**src/rtl/cpu_test_pkg.sv**
```systemverilog
// Shared types and constants for the CPU test sequencer and its RAMs.
package cpu_test_pkg;

  typedef enum logic [2:0] {
    ST_IDLE,
    ST_RST,
    ST_LOAD,
    ST_DRAIN,
    ST_READ,
    ST_DONE
  } state_e;

  // Program stream control bytes.
  localparam logic [7:0] END_MARKER   = 8'hFF;
  localparam logic [7:0] START_MARKER = 8'hFE;

  // Default build of the sequencer.
  localparam int DEF_DATA_W       = 8;
  localparam int DEF_PROG_DEPTH   = 256;
  localparam int DEF_LANES        = 4;
  localparam int DEF_ADDR_W       = 5;
  localparam int DEF_VREG_FIRST   = 8;
  localparam int DEF_VREG_COUNT   = 16;
  localparam int DEF_RST_CYCLES   = 1;
  localparam int DEF_DRAIN_CYCLES = 32;
  localparam int DEF_READ_LAT     = 1;

endpackage

```
**src/rtl/tseq_ram.sv**
```systemverilog
// Simple one-write/one-read synchronous RAM; read data is registered, so a
// write becomes visible to a read issued on the following cycle.
module tseq_ram
  import cpu_test_pkg::*;
#(
  parameter int W     = DEF_DATA_W,
  parameter int DEPTH = DEF_PROG_DEPTH,
  parameter int AW    = $clog2(DEPTH)
) (
  input  logic          clk_i,
  input  logic          we_i,
  input  logic [AW-1:0] waddr_i,
  input  logic [W-1:0]  wdata_i,
  input  logic [AW-1:0] raddr_i,
  output logic [W-1:0]  rdata_o
);

  logic [W-1:0] mem_q [DEPTH];
  logic [W-1:0] rdata_q;

  // Storage write and registered read (contents are intentionally not reset).
  always_ff @(posedge clk_i) begin
    if (we_i) mem_q[waddr_i] <= wdata_i;
    rdata_q <= mem_q[raddr_i];
  end

  assign rdata_o = rdata_q;

endmodule

```
**src/rtl/cpu_test_sequencer.sv**
```systemverilog
// Drives the CPU byte-serial instruction port from a program RAM, then reads
// back the vector register file lane by lane and checks it against a golden RAM.
// LANES is expected to be a power of two (lane/register split is a bit slice).
module cpu_test_sequencer #(
  parameter int DATA_W       = cpu_test_pkg::DEF_DATA_W,
  parameter int PROG_DEPTH   = cpu_test_pkg::DEF_PROG_DEPTH,
  parameter int LANES        = cpu_test_pkg::DEF_LANES,
  parameter int ADDR_W       = cpu_test_pkg::DEF_ADDR_W,
  parameter int VREG_FIRST   = cpu_test_pkg::DEF_VREG_FIRST,
  parameter int VREG_COUNT   = cpu_test_pkg::DEF_VREG_COUNT,
  parameter int RST_CYCLES   = cpu_test_pkg::DEF_RST_CYCLES,
  parameter int DRAIN_CYCLES = cpu_test_pkg::DEF_DRAIN_CYCLES,
  parameter int READ_LAT     = cpu_test_pkg::DEF_READ_LAT,
  parameter logic [DATA_W-1:0] END_MARKER = DATA_W'(cpu_test_pkg::END_MARKER)
) (
  input  logic                                     clk_i,
  input  logic                                     reset_n,
  input  logic                                     start_i,
  input  logic                                     abort_on_err_i,
  input  logic                                     prog_we_i,
  input  logic [$clog2(PROG_DEPTH)-1:0]            prog_addr_i,
  input  logic [DATA_W-1:0]                        prog_data_i,
  input  logic                                     gold_we_i,
  input  logic [$clog2(VREG_COUNT*LANES)-1:0]      gold_addr_i,
  input  logic [DATA_W-1:0]                        gold_data_i,
  output logic [DATA_W-1:0]                        instr_o,
  output logic                                     dut_reset_o,
  output logic                                     data_or_reg_o,
  output logic [ADDR_W-1:0]                        address_o,
  output logic [$clog2(LANES)-1:0]                 vout_addr_o,
  input  logic [DATA_W-1:0]                        value_i,
  output logic                                     busy_o,
  output logic                                     done_o,
  output logic                                     pass_o,
  output logic [$clog2(VREG_COUNT*LANES+1)-1:0]    err_cnt_o,
  output logic [$clog2(VREG_COUNT*LANES)-1:0]      first_err_idx_o,
  output logic [DATA_W-1:0]                        first_err_val_o
);
  import cpu_test_pkg::*;

  localparam int NPAT   = VREG_COUNT * LANES;
  localparam int PA_W   = $clog2(PROG_DEPTH);
  localparam int IDX_W  = $clog2(NPAT);
  localparam int CNT_W  = $clog2(NPAT + 1);
  localparam int LANE_W = $clog2(LANES);
  localparam logic [15:0]       RST_LAST   = 16'(RST_CYCLES - 1);
  localparam logic [15:0]       DRAIN_LAST = 16'(DRAIN_CYCLES - 1);
  localparam logic [PA_W-1:0]   PROG_LAST  = PA_W'(PROG_DEPTH - 1);
  localparam logic [IDX_W:0]    NPAT_V     = (IDX_W + 1)'(NPAT);
  localparam logic [IDX_W-1:0]  IDX_LAST   = IDX_W'(NPAT - 1);
  localparam logic [CNT_W-1:0]  CNT_MAX    = CNT_W'(NPAT);
  localparam logic [ADDR_W-1:0] ADDR_FIRST = ADDR_W'(VREG_FIRST);
  localparam logic [LANE_W-1:0] LANE_TOP   = LANE_W'(LANES - 1);

  state_e             state_q, state_d;
  logic [15:0]        tmr_q, tmr_d;
  logic [PA_W-1:0]    prog_idx_q, prog_idx_d;
  logic [IDX_W:0]     issue_q, issue_d;
  logic [DATA_W-1:0]  instr_q, instr_d;
  logic               dut_rst_q, dut_rst_d;
  logic [ADDR_W-1:0]  addr_q, addr_d;
  logic [LANE_W-1:0]  lane_q, lane_d;
  logic               busy_q, busy_d, done_q, done_d, pass_q, pass_d;
  logic [CNT_W-1:0]   err_cnt_q, err_cnt_d;
  logic [IDX_W-1:0]   ferr_idx_q, ferr_idx_d;
  logic [DATA_W-1:0]  ferr_val_q, ferr_val_d;

  // Compare pipeline: stage 0 is written at issue, the golden byte joins at
  // stage 1 (one RAM read cycle later), and stage READ_LAT meets value_i.
  logic               pv_q    [0:READ_LAT];
  logic               pv_d    [0:READ_LAT];
  logic [IDX_W-1:0]   pidx_q  [0:READ_LAT];
  logic [IDX_W-1:0]   pidx_d  [0:READ_LAT];
  logic [DATA_W-1:0]  pgold_q [1:READ_LAT];
  logic [DATA_W-1:0]  pgold_d [1:READ_LAT];

  logic [PA_W-1:0]    prog_raddr;
  logic [DATA_W-1:0]  prog_rdata, gold_rdata;
  logic               cmp_valid, mismatch, abort_now;
  logic [IDX_W-1:0]   cmp_idx;

  tseq_ram #(.W(DATA_W), .DEPTH(PROG_DEPTH), .AW(PA_W)) u_prog_ram (
    .clk_i(clk_i), .we_i(prog_we_i & ~busy_q), .waddr_i(prog_addr_i),
    .wdata_i(prog_data_i), .raddr_i(prog_raddr), .rdata_o(prog_rdata)
  );

  tseq_ram #(.W(DATA_W), .DEPTH(NPAT), .AW(IDX_W)) u_gold_ram (
    .clk_i(clk_i), .we_i(gold_we_i & ~busy_q), .waddr_i(gold_addr_i),
    .wdata_i(gold_data_i), .raddr_i(issue_q[IDX_W-1:0]), .rdata_o(gold_rdata)
  );

  assign cmp_valid = pv_q[READ_LAT];
  assign cmp_idx   = pidx_q[READ_LAT];
  assign mismatch  = (state_q == ST_READ) && cmp_valid && (value_i != pgold_q[READ_LAT]);
  assign abort_now = mismatch && abort_on_err_i;

  // Next-state and next-output logic for the whole run sequence.
  always_comb begin
    state_d    = state_q;
    tmr_d      = tmr_q;
    prog_idx_d = prog_idx_q;
    issue_d    = issue_q;
    instr_d    = '0;
    dut_rst_d  = dut_rst_q;
    addr_d     = addr_q;
    lane_d     = lane_q;
    busy_d     = busy_q;
    done_d     = done_q;
    pass_d     = pass_q;
    err_cnt_d  = err_cnt_q;
    ferr_idx_d = ferr_idx_q;
    ferr_val_d = ferr_val_q;
    prog_raddr = '0;
    pv_d[0]    = 1'b0;
    pidx_d[0]  = pidx_q[0];
    for (int s = 1; s <= READ_LAT; s++) begin
      pv_d[s]   = pv_q[s-1];
      pidx_d[s] = pidx_q[s-1];
    end
    pgold_d[1] = gold_rdata;
    for (int s = 2; s <= READ_LAT; s++) pgold_d[s] = pgold_q[s-1];

    case (state_q)
      ST_IDLE, ST_DONE: begin
        if (start_i) begin
          state_d    = ST_RST;
          tmr_d      = '0;
          dut_rst_d  = 1'b1;
          busy_d     = 1'b1;
          done_d     = 1'b0;
          pass_d     = 1'b0;
          err_cnt_d  = '0;
          ferr_idx_d = '0;
          ferr_val_d = '0;
          addr_d     = ADDR_FIRST;
          lane_d     = LANE_TOP;
        end
      end
      ST_RST: begin
        // On the last reset cycle byte 0 is already in the RAM output
        // register, so it is sent on the way out and byte 1 is fetched.
        if (tmr_q == RST_LAST) begin
          prog_raddr = PA_W'(1);
          dut_rst_d  = 1'b0;
          instr_d    = prog_rdata;
          tmr_d      = '0;
          prog_idx_d = PA_W'(1);
          state_d    = (prog_rdata == END_MARKER) ? ST_DRAIN : ST_LOAD;
        end else begin
          tmr_d = tmr_q + 1'b1;
        end
      end
      ST_LOAD: begin
        prog_raddr = prog_idx_q + 1'b1;
        instr_d    = prog_rdata;
        if (prog_rdata == END_MARKER || prog_idx_q == PROG_LAST) begin
          state_d = ST_DRAIN;
          tmr_d   = '0;
        end else begin
          prog_idx_d = prog_idx_q + 1'b1;
        end
      end
      ST_DRAIN: begin
        if (tmr_q == DRAIN_LAST) begin
          state_d = ST_READ;
          issue_d = '0;
        end else begin
          tmr_d = tmr_q + 1'b1;
        end
      end
      ST_READ: begin
        if (issue_q < NPAT_V && !abort_now) begin
          addr_d    = ADDR_FIRST + ADDR_W'(issue_q[IDX_W-1:LANE_W]);
          lane_d    = LANE_TOP - issue_q[LANE_W-1:0];
          pv_d[0]   = 1'b1;
          pidx_d[0] = issue_q[IDX_W-1:0];
          issue_d   = issue_q + 1'b1;
        end
        if (mismatch) begin
          if (err_cnt_q != CNT_MAX) err_cnt_d = err_cnt_q + 1'b1;
          if (err_cnt_q == '0) begin
            ferr_idx_d = cmp_idx;
            ferr_val_d = value_i;
          end
        end
        if (abort_now || (cmp_valid && cmp_idx == IDX_LAST)) begin
          state_d = ST_DONE;
          busy_d  = 1'b0;
          done_d  = 1'b1;
          pass_d  = (err_cnt_d == '0);
          for (int s = 0; s <= READ_LAT; s++) pv_d[s] = 1'b0;
        end
      end
      default: state_d = ST_IDLE;
    endcase
  end

  // State and output registers with synchronous active-low reset.
  always_ff @(posedge clk_i) begin
    if (!reset_n) begin
      state_q    <= ST_IDLE;
      tmr_q      <= '0;
      prog_idx_q <= '0;
      issue_q    <= '0;
      instr_q    <= '0;
      dut_rst_q  <= 1'b0;
      addr_q     <= ADDR_FIRST;
      lane_q     <= LANE_TOP;
      busy_q     <= 1'b0;
      done_q     <= 1'b0;
      pass_q     <= 1'b0;
      err_cnt_q  <= '0;
      ferr_idx_q <= '0;
      ferr_val_q <= '0;
      pv_q       <= '{default: 1'b0};
      pidx_q     <= '{default: '0};
      pgold_q    <= '{default: '0};
    end else begin
      state_q    <= state_d;
      tmr_q      <= tmr_d;
      prog_idx_q <= prog_idx_d;
      issue_q    <= issue_d;
      instr_q    <= instr_d;
      dut_rst_q  <= dut_rst_d;
      addr_q     <= addr_d;
      lane_q     <= lane_d;
      busy_q     <= busy_d;
      done_q     <= done_d;
      pass_q     <= pass_d;
      err_cnt_q  <= err_cnt_d;
      ferr_idx_q <= ferr_idx_d;
      ferr_val_q <= ferr_val_d;
      pv_q       <= pv_d;
      pidx_q     <= pidx_d;
      pgold_q    <= pgold_d;
    end
  end

  assign instr_o         = instr_q;
  assign dut_reset_o     = dut_rst_q;
  assign data_or_reg_o   = 1'b1;
  assign address_o       = addr_q;
  assign vout_addr_o     = lane_q;
  assign busy_o          = busy_q;
  assign done_o          = done_q;
  assign pass_o          = pass_q;
  assign err_cnt_o       = err_cnt_q;
  assign first_err_idx_o = ferr_idx_q;
  assign first_err_val_o = ferr_val_q;

endmodule

```
**config.mk**
```make
export PLATFORM = sky130hd
export DESIGN_NAME = cpu_test_sequencer
export DESIGN_NICKNAME = d
export VERILOG_FILES = /design/src/rtl/cpu_test_pkg.sv /design/src/rtl/tseq_ram.sv /design/src/rtl/cpu_test_sequencer.sv
export SDC_FILE = /design/constraint.sdc
export NUM_CORES = 2
export LEC_CHECK = 0
export CAP_MARGIN = 10
export CORE_ASPECT_RATIO = 1.5
export CORE_MARGIN = 3
export CORE_UTILIZATION = 60
export CTS_CLUSTER_DIAMETER = 150
export CTS_CLUSTER_SIZE = 8
export DETAILED_ROUTE_END_ITERATION = 12
export PLACE_DENSITY = 0.72
export SETUP_SLACK_MARGIN = 0.3
export SYNTH_ARGS = -nofsm -noshare
export SYNTH_HDL_FRONTEND = slang
export SYNTH_SLANG_ARGS = --single-unit
```
**constraint.sdc**
```tcl
create_clock -name clk_i -period 4.2 [get_ports clk_i]
set_input_delay 0.42 -clock clk_i [delete_from_list [all_inputs] [get_ports clk_i]]
set_output_delay 0.42 -clock clk_i [all_outputs]
set_load 0.005 [all_outputs]
```
==> summary.md <==
| Metric | Value |
|---|---|
| Worst endpoint required time | between 4000 and 5000 ps |
| Total Routing Usage GR | around a third |
| Iter 0 DRT Violations | 8,710 |
| FMAX | 253 MHz |
| Final WS setup | 250 ps |
| FF-to-FF setup slack | around 250 ps |
| Synthesis-to-finish area growth | 15.1% |
| Outcome | finished, final reports clean |
| H-tree depth | 5 |
| Initial DRT Pass Iterations | 7 |
| Internal Power | 49,900 uW |
| CTS tree | built |
| Asr flop ratio synth | 0% |
| Routed wire per std cell | 31.6 um |
| Period utilization | 94.1% |
| Clock Skew | about 63 ps |
| Least-Margin Pin Slew | 1310 ps |
| Most common cell after layout, fill and taps aside | edfxtp_1 |
| Most frequent cells in the layout | edfxtp_1, nand2_1, nor2_1, nand3_1, clkbuf_16 |
| Yosys warns | 0 |
| Routed vias/inst | 6.69 |
| R2R depth | 11 |
| Seq pwr share | about 43% |
| Peak supply drop | roughly 0.54 mV |
| Core Rows | 188 |
| WP data arrival | 4670 ps |
| Die area | between 0.15 and 0.2 mm2 |
| Power per cell area | 566 mW/mm2 |
| Pre-CTS WS | -209 ps |
| Cell area after layout | 0.122 mm2 |
| Num Clock Sinks | roughly 2,700 |
| Final core utilization | between 60% and 70% |
| Worst Setup Start Kind | register |
| Clock Pin Slew Worst Setup and Hold Paths | 50 ps |
| Gr ovfl total | 0 |
| Combinational share of power | 18.4% |
| #FFs+latches synth | 2,672 |
| Final antenna-violating net count | 0 |
| Clock power frac | 38.9% |
| Clk Tree Root Cell | clkbuf_16 |
| Overall die height | 520 um |
| Buffers added on ports | 83 |
| Vias | 65,846 |
| # IOs | 85 |
| WHS Path Cells | 1 |
| GP Congestion | 1.00 |
| Slew margin rel. | 12.7% |
| Post-synthesis average cell area | roughly 15 um2 |
| First-pass GRT wire length | 448,000 um |
| Initial antenna violation count | 15 |
| Final WL | 311,000 um |
| P_leak | 0.0405 uW |
| Vias in the first global route | 65,800 |
| Post-Syn Instances | 7,040 |
| DP Cell Count | 9,338 |
| HP Class | primary input to register |
| Nets | approximately 7,500 |
| Crit end category | register |
| DP HPWL | 196,000 um |
| Switching share of total power | 27.6% |
| Tmin final | 3950 ps |
| Layout cells sized above 1 | 15.0% |
| Sequential element share of the synthesized area | around 75% |
| Clock buffer depth | 4 |
| Setup CP Type | register to register |
| Initial Utilization | 60.4% |
| Drt drc | 0 |
| Slew Viols, Final | 0 |
| CP Max Fanout | 65 |
| RSZ-0062 raised after global routing | yes |
| Die width | around 350 um |
| Fill cell count | between 10,000 and 15,000 |
| Maxcap violations | 0 |
| Finish-stage setup viols | 0 |
| Core footprint | approximately 0.18 mm2 |
| Post-synthesis net count | 7,090 |
| Leading register cell type out of synthesis | edfxtp_1 |
| Synth Cell Area | 0.106 mm2 |
| Largest net degree at the start of global routing | 112 |
| Post-synth EDFFs | 2,560 |
| Switching pwr | 19,000 uW |
| Cts bufs inserted | 375 |
| Tot Pwr | 68,900 uW |
| Final Instance Count excl. Fillers | 9,836 |
| Clock Latency Late Sink | between 800 and 900 ps |
| Cell variety after synth | between 80 and 90 |
| Cell Area, Placed | 0.111 mm2 |
| Final Hold Fails | 0 |
==> cells in the mapped netlist (12+ instances only) <==
cell / n / area share (%)
buf_1: 46 / 0.16
o211ai_1: 15 / 0.11
o22ai_1: 110 / 0.65
a22oi_1: 37 / 0.26
mux2i_1: 227 / 2.2
mux2_2: 15 / 0.16
a221oi_1: 24 / 0.20
o221ai_1: 15 / 0.12
buf_2: 140 / 0.66
edfxtp_1: 2560 / 73
a2111oi_0: 15 / 0.12
o21ai_0: 85 / 0.40
a32oi_1: 20 / 0.17
mux4_2: 212 / 4.5
buf_4: 46 / 0.33
nor2_1: 444 / 1.6
buf_6: 20 / 0.21
inv_1: 13 / 0.046
dfxtp_1: 112 / 2.1
and3_1: 85 / 0.50
xor2_1: 20 / 0.17
a211oi_1: 40 / 0.28
nor2b_1: 12 / 0.071
a311oi_1: 59 / 0.49
clkbuf_1: 191 / 0.68
nor3_1: 51 / 0.24
and2_1: 25 / 0.15
a21oi_1: 236 / 1.1
nor4_1: 51 / 0.30
or3_1: 16 / 0.095
a31oi_1: 82 / 0.49
nand2_1: 1365 / 4.8
nand3_1: 407 / 1.9
nand4_1: 54 / 0.32
==> worst paths after layout <==
kind                                   to                   from
setup / recovery    u_prog_ram.rdata_o[1]             state_q[1]
hold / removal    u_gold_ram.mem_q[63][0]         gold_data_i[0]
setup reg to reg    u_prog_ram.rdata_o[1]             state_q[1]
hold reg to reg                pgold_q[0]  u_gold_ram.rdata_o[0]
==> cell families (layout without fill, tap and decap cells) <==
group           count (synthesis)  in the layout  share of synthesized area, %
compound gates                855            855                          5.41
xor+xnor                       30             30                         0.249
fa+ha+maj                       7              7                        0.0805
buf+inv                       456            961                          2.09
flops                        2672           2672                          74.9
mux                           454            454                          6.83
other cells                     1             12                       0.00355
simple gates                 2565           2565                          10.5
==> worst max-delay path: stages (launching register included) <==
cell       delay [ps]
dfxtp_1           430
buf_4             220
or3b_2            550
o21ai_4           310
buf_12            260
buf_16            310
and3_1            210
a31oi_1            70
o2111ai_1         350
nand2_1           320
nor4_1            600
a311oi_1           90
==> area by class of cell <==
class	count	area, um2	share of cell area, %
Antenna cell	11	27.5	0.0226
Clock buffer	459	9780	8.05
Clock inverter	18	383	0.315
Inverter	13	48.8	0.0401
Multi-Input combinational cell	3912	24900	20.5
Sequential cell	2672	79100	65.1
Tap cell	2280	2850	2.35
Timing Repair Buffer	471	4490	3.69
==> timing repair <==
item / 4_1_cts / 5_1_grt
hold endpoints to repair: 2 / 0
setup buffers: 1 / 2
gates cloned: 3 / 2
pin swaps: 3 / 8
resized for setup: 49 / 41
hold buffers: 1 / 0
endpoints found under the setup margin: 8 / 8
==> power groups by stage <==
stage / clock, uW / combinational [uW] / sequential (uW)
6_report: 26800 / 12600 / 29500
4_1_cts: 26900 / 12200 / 29500
5_1_grt: 28000 / 13200 / 29400
3_3_place_gp: 0 / 11600 / 30000
3_5_place_dp: 0 / 11800 / 30000
2_1_floorplan: 0 / 7510 / 29900
==> registers in the layout (all words and copies together), names as in the netlist, 2 cells and up <==
register / count
pidx_d: 6
tmr_q: 16
issue_q: 7
first_err_val_o: 8
address_o: 5
err_cnt_o: 7
prog_idx_q: 8
instr_o: 8
vout_addr_o: 2
first_err_idx_o: 6
pgold_q: 8
state_q: 3
u_gold_ram.mem_q: 512
cmp_idx: 6
u_prog_ram.rdata_o: 8
u_prog_ram.mem_q: 2048
u_gold_ram.rdata_o: 8
==> stage by stage <==
stage / TNS, ps / hold slack [ps]
2_1_floorplan: 0 / 412
3_3_place_gp: -554 / 428
3_5_place_dp: -548 / 422
4_1_cts: 0 / 132
5_1_grt: 0 / 28.9
6_report: 0 / 61.4
==> layer usage <==
layer,wire length [um],GRT usage [%],share of wire [%],up-vias
met5,65,0,0.021,-
met4,26800,24.7,8.6,10
met3,28500,7.04,9.2,1012
met2,155000,57.2,50,4272
met1,100000,39.0,32,32909
li1,-,-,-,27643
Power figures use the tool's default switching activity.
